--- config.mk ---
export PLATFORM = sky130hd
export DESIGN_NAME = urp_pcie_link
export DESIGN_NICKNAME = d
export VERILOG_FILES = /design/src/rtl/urp_pcie_pkg.sv /design/src/rtl/urp_pcie_reg_slice.sv /design/src/rtl/urp_pcie_link.sv
export SDC_FILE = /design/constraint.sdc
export NUM_CORES = 1
export LEC_CHECK = 0
export ABC_AREA = 1
export BUFFER_PORTS_ARGS = -buffer_cell sky130_fd_sc_hd__buf_2
export CAP_MARGIN = 5
export CORE_MARGIN = 5
export CORE_UTILIZATION = 30
export DETAILED_ROUTE_END_ITERATION = 6
export GPL_TIMING_DRIVEN = 0
export PLACE_DENSITY = 0.49
export SETUP_SLACK_MARGIN = 0.15
export SLEW_MARGIN = 10
export SYNTH_ARGS = -nofsm -noshare
export SYNTH_HDL_FRONTEND = slang
export SYNTH_SLANG_ARGS = --single-unit
--- constraint.sdc ---
create_clock -name clk -period 29.3 [get_ports clk]
set_input_delay 8.79 -clock clk [delete_from_list [all_inputs] [get_ports clk]]
set_output_delay 8.79 -clock clk [all_outputs]
set_load 0.05 [all_outputs]
--- src/rtl/urp_pcie_pkg.sv ---
// Shared widths for the PCIe link loopback: default TLP bus, DLLP word and delivered-TLP counter.
package urp_pcie_pkg;
    localparam int TLP_W_DEF = 268;
    localparam int DLLP_W    = 32;
    localparam int CNT_W     = 16;
endpackage

--- src/rtl/urp_pcie_reg_slice.sv ---
// One-entry valid/ready register slice.
// Latency 1 cycle, full throughput; accepts whenever the slot is empty or draining this cycle.
module urp_pcie_reg_slice #(
    parameter int W = 32
) (
    input  logic         clk,
    input  logic         rst,
    input  logic [W-1:0] in_dat,
    input  logic         in_vld,
    output logic         in_rdy,
    output logic [W-1:0] out_dat,
    output logic         out_vld,
    input  logic         out_rdy
);
    assign in_rdy = !out_vld || out_rdy;

    always_ff @(posedge clk) begin
        if (rst) begin
            out_vld <= 1'b0;
        end else if (in_rdy) begin
            out_vld <= in_vld;
        end
    end

    always_ff @(posedge clk) begin
        if (in_vld && in_rdy) begin
            out_dat <= in_dat;
        end
    end
endmodule

--- src/rtl/urp_pcie_link.sv ---
// TLP forward FIFO with per-entry age gating plus a DLLP register slice; URP_PCIE_LINK_ERRINJ_EN adds single-bit error injection.
// Latency: TLP exactly LATENCY cycles minimum from accept to valid; DLLP 1 cycle.
// Backpressure: tx ready drops only on registered full level; rx data held while valid and not ready.
module urp_pcie_link
    import urp_pcie_pkg::*;
#(
    parameter int TLP_W   = TLP_W_DEF,
    parameter int DEPTH   = 4,
    parameter int LATENCY = 3
) (
    input  logic                     clk,
    input  logic                     rst,
    input  logic [TLP_W-1:0]         tx_tlp_data_i,
    input  logic                     tx_tlp_valid_i,
    output logic                     tx_tlp_ready_o,
    output logic [TLP_W-1:0]         rx_tlp_data_o,
    output logic                     rx_tlp_valid_o,
    input  logic                     rx_tlp_ready_i,
    input  logic [DLLP_W-1:0]        dllp_i,
    input  logic                     dllp_valid_i,
    output logic                     dllp_ready_o,
    output logic [DLLP_W-1:0]        dllp_o,
    output logic                     dllp_valid_o,
    input  logic                     dllp_ready_i,
    output logic [$clog2(DEPTH):0]   level_o,
    output logic [CNT_W-1:0]         tlp_cnt_o
`ifdef URP_PCIE_LINK_ERRINJ_EN
    ,
    input  logic                     err_inj_i,
    input  logic [$clog2(TLP_W)-1:0] err_bit_i
`endif
);
    localparam int PW = $clog2(DEPTH);
    localparam int AW = 4;
    localparam logic [PW:0]   FULL    = (PW+1)'(DEPTH);
    localparam logic [AW-1:0] AGE_MAX = AW'(LATENCY);

    logic [TLP_W-1:0] mem [DEPTH];
    logic [AW-1:0]    age [DEPTH];
    logic [PW-1:0]    wr_ptr;
    logic [PW-1:0]    rd_ptr;
    logic [PW:0]      level;
    logic             push;
    logic             pop;
    logic [TLP_W-1:0] wr_dat;

    assign tx_tlp_ready_o = (level != FULL);
    assign rx_tlp_valid_o = (level != '0) && (age[rd_ptr] == AGE_MAX);
    assign rx_tlp_data_o  = mem[rd_ptr];
    assign level_o        = level;
    assign push           = tx_tlp_valid_i && tx_tlp_ready_o;
    assign pop            = rx_tlp_valid_o && rx_tlp_ready_i;

`ifdef URP_PCIE_LINK_ERRINJ_EN
    logic                     err_arm;
    logic [$clog2(TLP_W)-1:0] err_pos;
    logic                     use_arm;
    logic [$clog2(TLP_W)-1:0] use_pos;

    // An arm pulse coinciding with an accept corrupts that same TLP.
    assign use_arm = err_arm || err_inj_i;
    assign use_pos = err_inj_i ? err_bit_i : err_pos;
    assign wr_dat  = use_arm ? (tx_tlp_data_i ^ (TLP_W'(1) << use_pos)) : tx_tlp_data_i;

    always_ff @(posedge clk) begin
        if (rst) begin
            err_arm <= 1'b0;
        end else if (push) begin
            err_arm <= 1'b0;
        end else if (err_inj_i) begin
            err_arm <= 1'b1;
        end
    end

    always_ff @(posedge clk) begin
        if (err_inj_i) begin
            err_pos <= err_bit_i;
        end
    end
`else
    assign wr_dat = tx_tlp_data_i;
`endif

    always_ff @(posedge clk) begin
        if (push) begin
            mem[wr_ptr] <= wr_dat;
        end
    end

    always_ff @(posedge clk) begin
        if (rst) begin
            wr_ptr    <= '0;
            rd_ptr    <= '0;
            level     <= '0;
            tlp_cnt_o <= '0;
            for (int i = 0; i < DEPTH; i++) begin
                age[i] <= '0;
            end
        end else begin
            if (push) wr_ptr <= wr_ptr + 1'b1;
            if (pop) begin
                rd_ptr    <= rd_ptr + 1'b1;
                tlp_cnt_o <= tlp_cnt_o + 1'b1;
            end
            case ({push, pop})
                2'b10:   level <= level + 1'b1;
                2'b01:   level <= level - 1'b1;
                default: level <= level;
            endcase
            // Idle slots also age; a fresh write restarts its slot at zero.
            for (int i = 0; i < DEPTH; i++) begin
                if (push && (wr_ptr == PW'(i))) begin
                    age[i] <= '0;
                end else if (age[i] != AGE_MAX) begin
                    age[i] <= age[i] + 1'b1;
                end
            end
        end
    end

    urp_pcie_reg_slice #(
        .W(DLLP_W)
    ) u_dllp_slice (
        .clk     (clk),
        .rst     (rst),
        .in_dat  (dllp_i),
        .in_vld  (dllp_valid_i),
        .in_rdy  (dllp_ready_o),
        .out_dat (dllp_o),
        .out_vld (dllp_valid_o),
        .out_rdy (dllp_ready_i)
    );
endmodule

==> key figures <==
Status
  • Status: finished clean

Synthesis
  • #FFs+latches synth: 1146
  • Compound-cell area share of the yosys netlist: 0.107
  • Cell variety after synth: 33
  • Leading area contributor after synthesis: edfxtp_1
  • Mapped Cells: 2930
  • Largest family of logic cells by synthesized area: compound AO/OA/AOI/OAI gates
  • Synth warn: 0
  • Multiplexer share of the synthesized area: 0
  • Seq/Total Area, Yosys: 0.801
  • Syn nets: 3247
  • Synth Area in Simple Gates: 0.0637
  • Post-Syn Area: around 0.043 mm2
  • Syn Area/Cell: 14.5 um2
  • Synth top area share: 0.789
  • Adder-Cell Fraction of Synth Area: 0.00341
  • Xor/xnor share of the synthesized area: 0.000617
  • Synth top area cells: edfxtp_1 79%, o21ai_0 6.3%, nor2_1 5.2%

Global route
  • First-pass GRT wire length: ~190000 um
  • Initial antenna violation count: 59
  • Total global-route track usage: 0.170
  • Gr ovfl total: 0
  • Pin count of the biggest net entering global routing: 91
  • Number of global-route vias before repair: between 20000 and 30000

Critical path
  • Buf/Inv on CP: 3
  • Worst Reg-to-Reg Cells: 9
  • Reg2reg start: level_o[1]$_SDFFE_PP0P_
  • Critical Path Most Common Cell: buf_2
  • Crit path launch: dllp_ready_i
  • WS Path Type: input port to output pin
  • WP data arrival: 9270 ps
  • Reg-to-reg critical path endpoint: mem[3][178]$_DFFE_PP_
  • CP Cell Sequence: buf_2 > inv_1 > nand2_1 > buf_2
  • FF-to-FF setup slack: 26180 ps
  • Delay-heaviest family, CP: buffers and inverters
  • CP Data Required Time: 20510 ps
  • Crit path capture: dllp_ready_o
  • Slowest cell on crit path: buf_2
  • Crit path max fanout: 2
  • CP Depth: 4
  • Max incr delay on CP: 210 ps
  • Setup crit end kind: output pin
  • Critical path startpoint category: input port

Timing
  • Hold slack: 537 ps
  • # setup viols final: 0
  • Slew margin rel.: 0.446
  • Final Skew: 38.8 ps
  • Final Cycle Share: 0.616
  • Worst Tran Pin Value: a little over 800 ps
  • Final Max Slew Viols: 0
  • Min setup slack post-route: 11240 ps
  • Fin. Hold Viols: 0
  • Final setup TNS: 0 ps
  • Max Freq: between 0.05 and 0.06 GHz
  • Post-layout min period: 18060 ps
  • RSZ-0062 raised after global routing: false

Detailed routing
  • DRT iter0 DRCs: 1715
  • Antenna-violating nets left: 0
  • Wirelength, routed: 132000 um
  • Max Used Layer: met5
  • Pre-antenna DRT Iters: 5
  • Drc violations: 0
  • WL per Instance: between 20 and 25 um
  • Met3 wire len: ~12000 um
  • DR WL met2: 61800 um
  • Wl on met1: 54500 um
  • Via Count: 27300
  • Number of vias per cell: between 4 and 5

CTS
  • Post_cts resized: 0
  • Inserted Clock Buffers: 133
  • CTS sink count: approximately 1100
  • Post-CTS Setup Bufs: 0
  • Longest Clk Path Bufs: 3
  • Root Buffer: clkbuf_16
  • Clock Latency Late Sink: 770 ps
  • Clk slew on worst S/H paths: 60 ps
  • H-tree Lvls: 4
  • Hold-fix buffers at CTS: 0
  • CTS tree: built

Floorplan
  • Core ar.: around 0.14 mm2
  • Starting Density: 0.301
  • Die X-Extent: approximately 390 um
  • Rows: roughly 140
  • IO Count: 629
  • Chip height: just under 400 um
  • Die ar.: 0.150 mm2

Power
  • PD cells: about 74 mW/mm2
  • Combinational share of power: 0.112
  • Clk pwr share: 0.406
  • Psw: approximately 1.0 mW
  • Reg power frac: 0.482
  • Internal Power: 2.92 mW
  • Switch share: 0.262
  • Peak supply drop: 0.0690 mV
  • Leak pwr: 18.7 nW

Worst hold path
  • Worst min-delay path category: flip-flop to flip-flop
  • Hold-critical path depth: 2

Layout
  • Multi-input logic area: 0.00747 mm2
  • Non-Filler Instances: 5744
  • Area growth from synthesis to layout: 24.5%
  • Commonest cells after routing, fill and taps aside: 1120 x edfxtp_1, 675 x buf_2, 593 x nor2_1
  • Fraction of layout cells with a size suffix above 1: 0.240
  • Fin nets: 4033
  • # fillers: 13700
  • Area taken by flip-flops and latches: around 0.034 mm2
  • Commonest non-fill, non-tap cell in the layout: edfxtp_1

Placed design
  • DP Wirelength: 86600 um
  • Pre-CTS setup slack: 11240 ps
  • Placed instance count: 5471
  • Port bufs: 627
  • Routability congestion estimate: 0.764

Flow run
  • Max-cap viol count: 0
## flip-flops by register name (all words and copies together), names as in the netlist, named ones only
signal                cells
tlp_cnt_o                16
age                      16
u_dllp_slice.out_vld      1
rd_ptr                    2
mem                    1072
level_o                   3
u_dllp_slice.out_dat     32
wr_ptr                    2
## synth_stat cells
cell type / instances
nor3_1: 5
buf_6: 6
buf_2: 48
o21ai_0: 540
clkbuf_2: 2
nand4_1: 3
inv_1: 40
nand3b_1: 2
o22ai_1: 268
fa_1: 1
buf_4: 14
clkinv_1: 1
edfxtp_1: 1120
dfxtp_1: 26
o21ai_1: 6
nand2_2: 1
o211ai_1: 3
or3_1: 1
clkbuf_1: 112
buf_1: 2
ha_1: 10
nor2_4: 1
a21oi_1: 26
inv_4: 1
xnor2_1: 1
nand2_1: 60
nor2_2: 2
nand3_2: 1
or2_2: 4
nor2_1: 594
nand3_1: 26
xor2_1: 2
inv_2: 1
## power groups by stage
| stage | registers (mW) | clock network, mW | logic (mW) |
|---|---|---|---|
| floorplan | 1.97 | 0 | 0.262 |
| global placement | 1.98 | 0 | 0.436 |
| detailed placement | 1.94 | 0 | 0.448 |
| CTS | 1.91 | 1.65 | 0.449 |
| global route | 1.91 | 1.72 | 0.469 |
| finish | 1.91 | 1.61 | 0.442 |
## tightest hold or removal path: stages, from the launching register on
cell     delay [ps]
dfxtp_1         350
a21oi_1          50
nor2_1          100
## stage by stage
| stage | util | instance area (um2) | total power, mW |
|---|---|---|---|
| after floorplan | - | 42600 | 2.23 |
| after global placement | 0.340 | 48100 | 2.42 |
| after detailed placement | 0.345 | 48800 | 2.39 |
| after CTS | 0.375 | 53000 | 4.00 |
| after global routing | 0.375 | 53000 | 4.10 |
| final | 0.375 | 53100 | 3.95 |
## layer usage
| layer | vias up | global-route usage |
|---|---|---|
| met5 | - | 0 |
| met4 | 28 | 0.0531 |
| met3 | 208 | 0.0585 |
| met2 | 837 | 0.270 |
| met1 | 13500 | 0.220 |
| li1 | 12700 | - |
## worst min-delay path by stage
stage / from / endpoint
2_1_floorplan: wr_ptr[1]$_SDFFE_PP0P_ / wr_ptr[1]$_SDFFE_PP0P_
3_3_place_gp: u_dllp_slice.out_vld$_SDFFE_PP0N_ / u_dllp_slice.out_vld$_SDFFE_PP0N_
3_5_place_dp: tlp_cnt_o[15]$_SDFFE_PP0P_ / tlp_cnt_o[15]$_SDFFE_PP0P_
4_1_cts: tlp_cnt_o[15]$_SDFFE_PP0P_ / tlp_cnt_o[15]$_SDFFE_PP0P_
5_1_grt: tlp_cnt_o[15]$_SDFFE_PP0P_ / tlp_cnt_o[15]$_SDFFE_PP0P_
6_report: tlp_cnt_o[15]$_SDFFE_PP0P_ / tlp_cnt_o[15]$_SDFFE_PP0P_
## cell families (layout without fill, tap and decap cells)
logic type               Yosys count  after routing
adder cells (fa/ha/maj)           11             11
AO/OA/AOI/OAI                    843            843
other                              0             35
flip-flops                      1146           1146
buffers and inverters            227           1116
AND/OR/NAND/NOR                  700            700
XOR/XNOR                           3              3
## final cells by class
cell class,count,share of cell area
Inverter,43,0.00351
Multi-Input combinational cell,1557,0.141
Clock inverter,63,0.0125
Buffer,184,0.0160
Timing Repair Buffer,651,0.0703
Antenna cell,35,0.00165
Sequential cell,1146,0.643
Tap cell,1890,0.0446
Clock buffer,175,0.0673
Power figures use the tool's default switching activity.
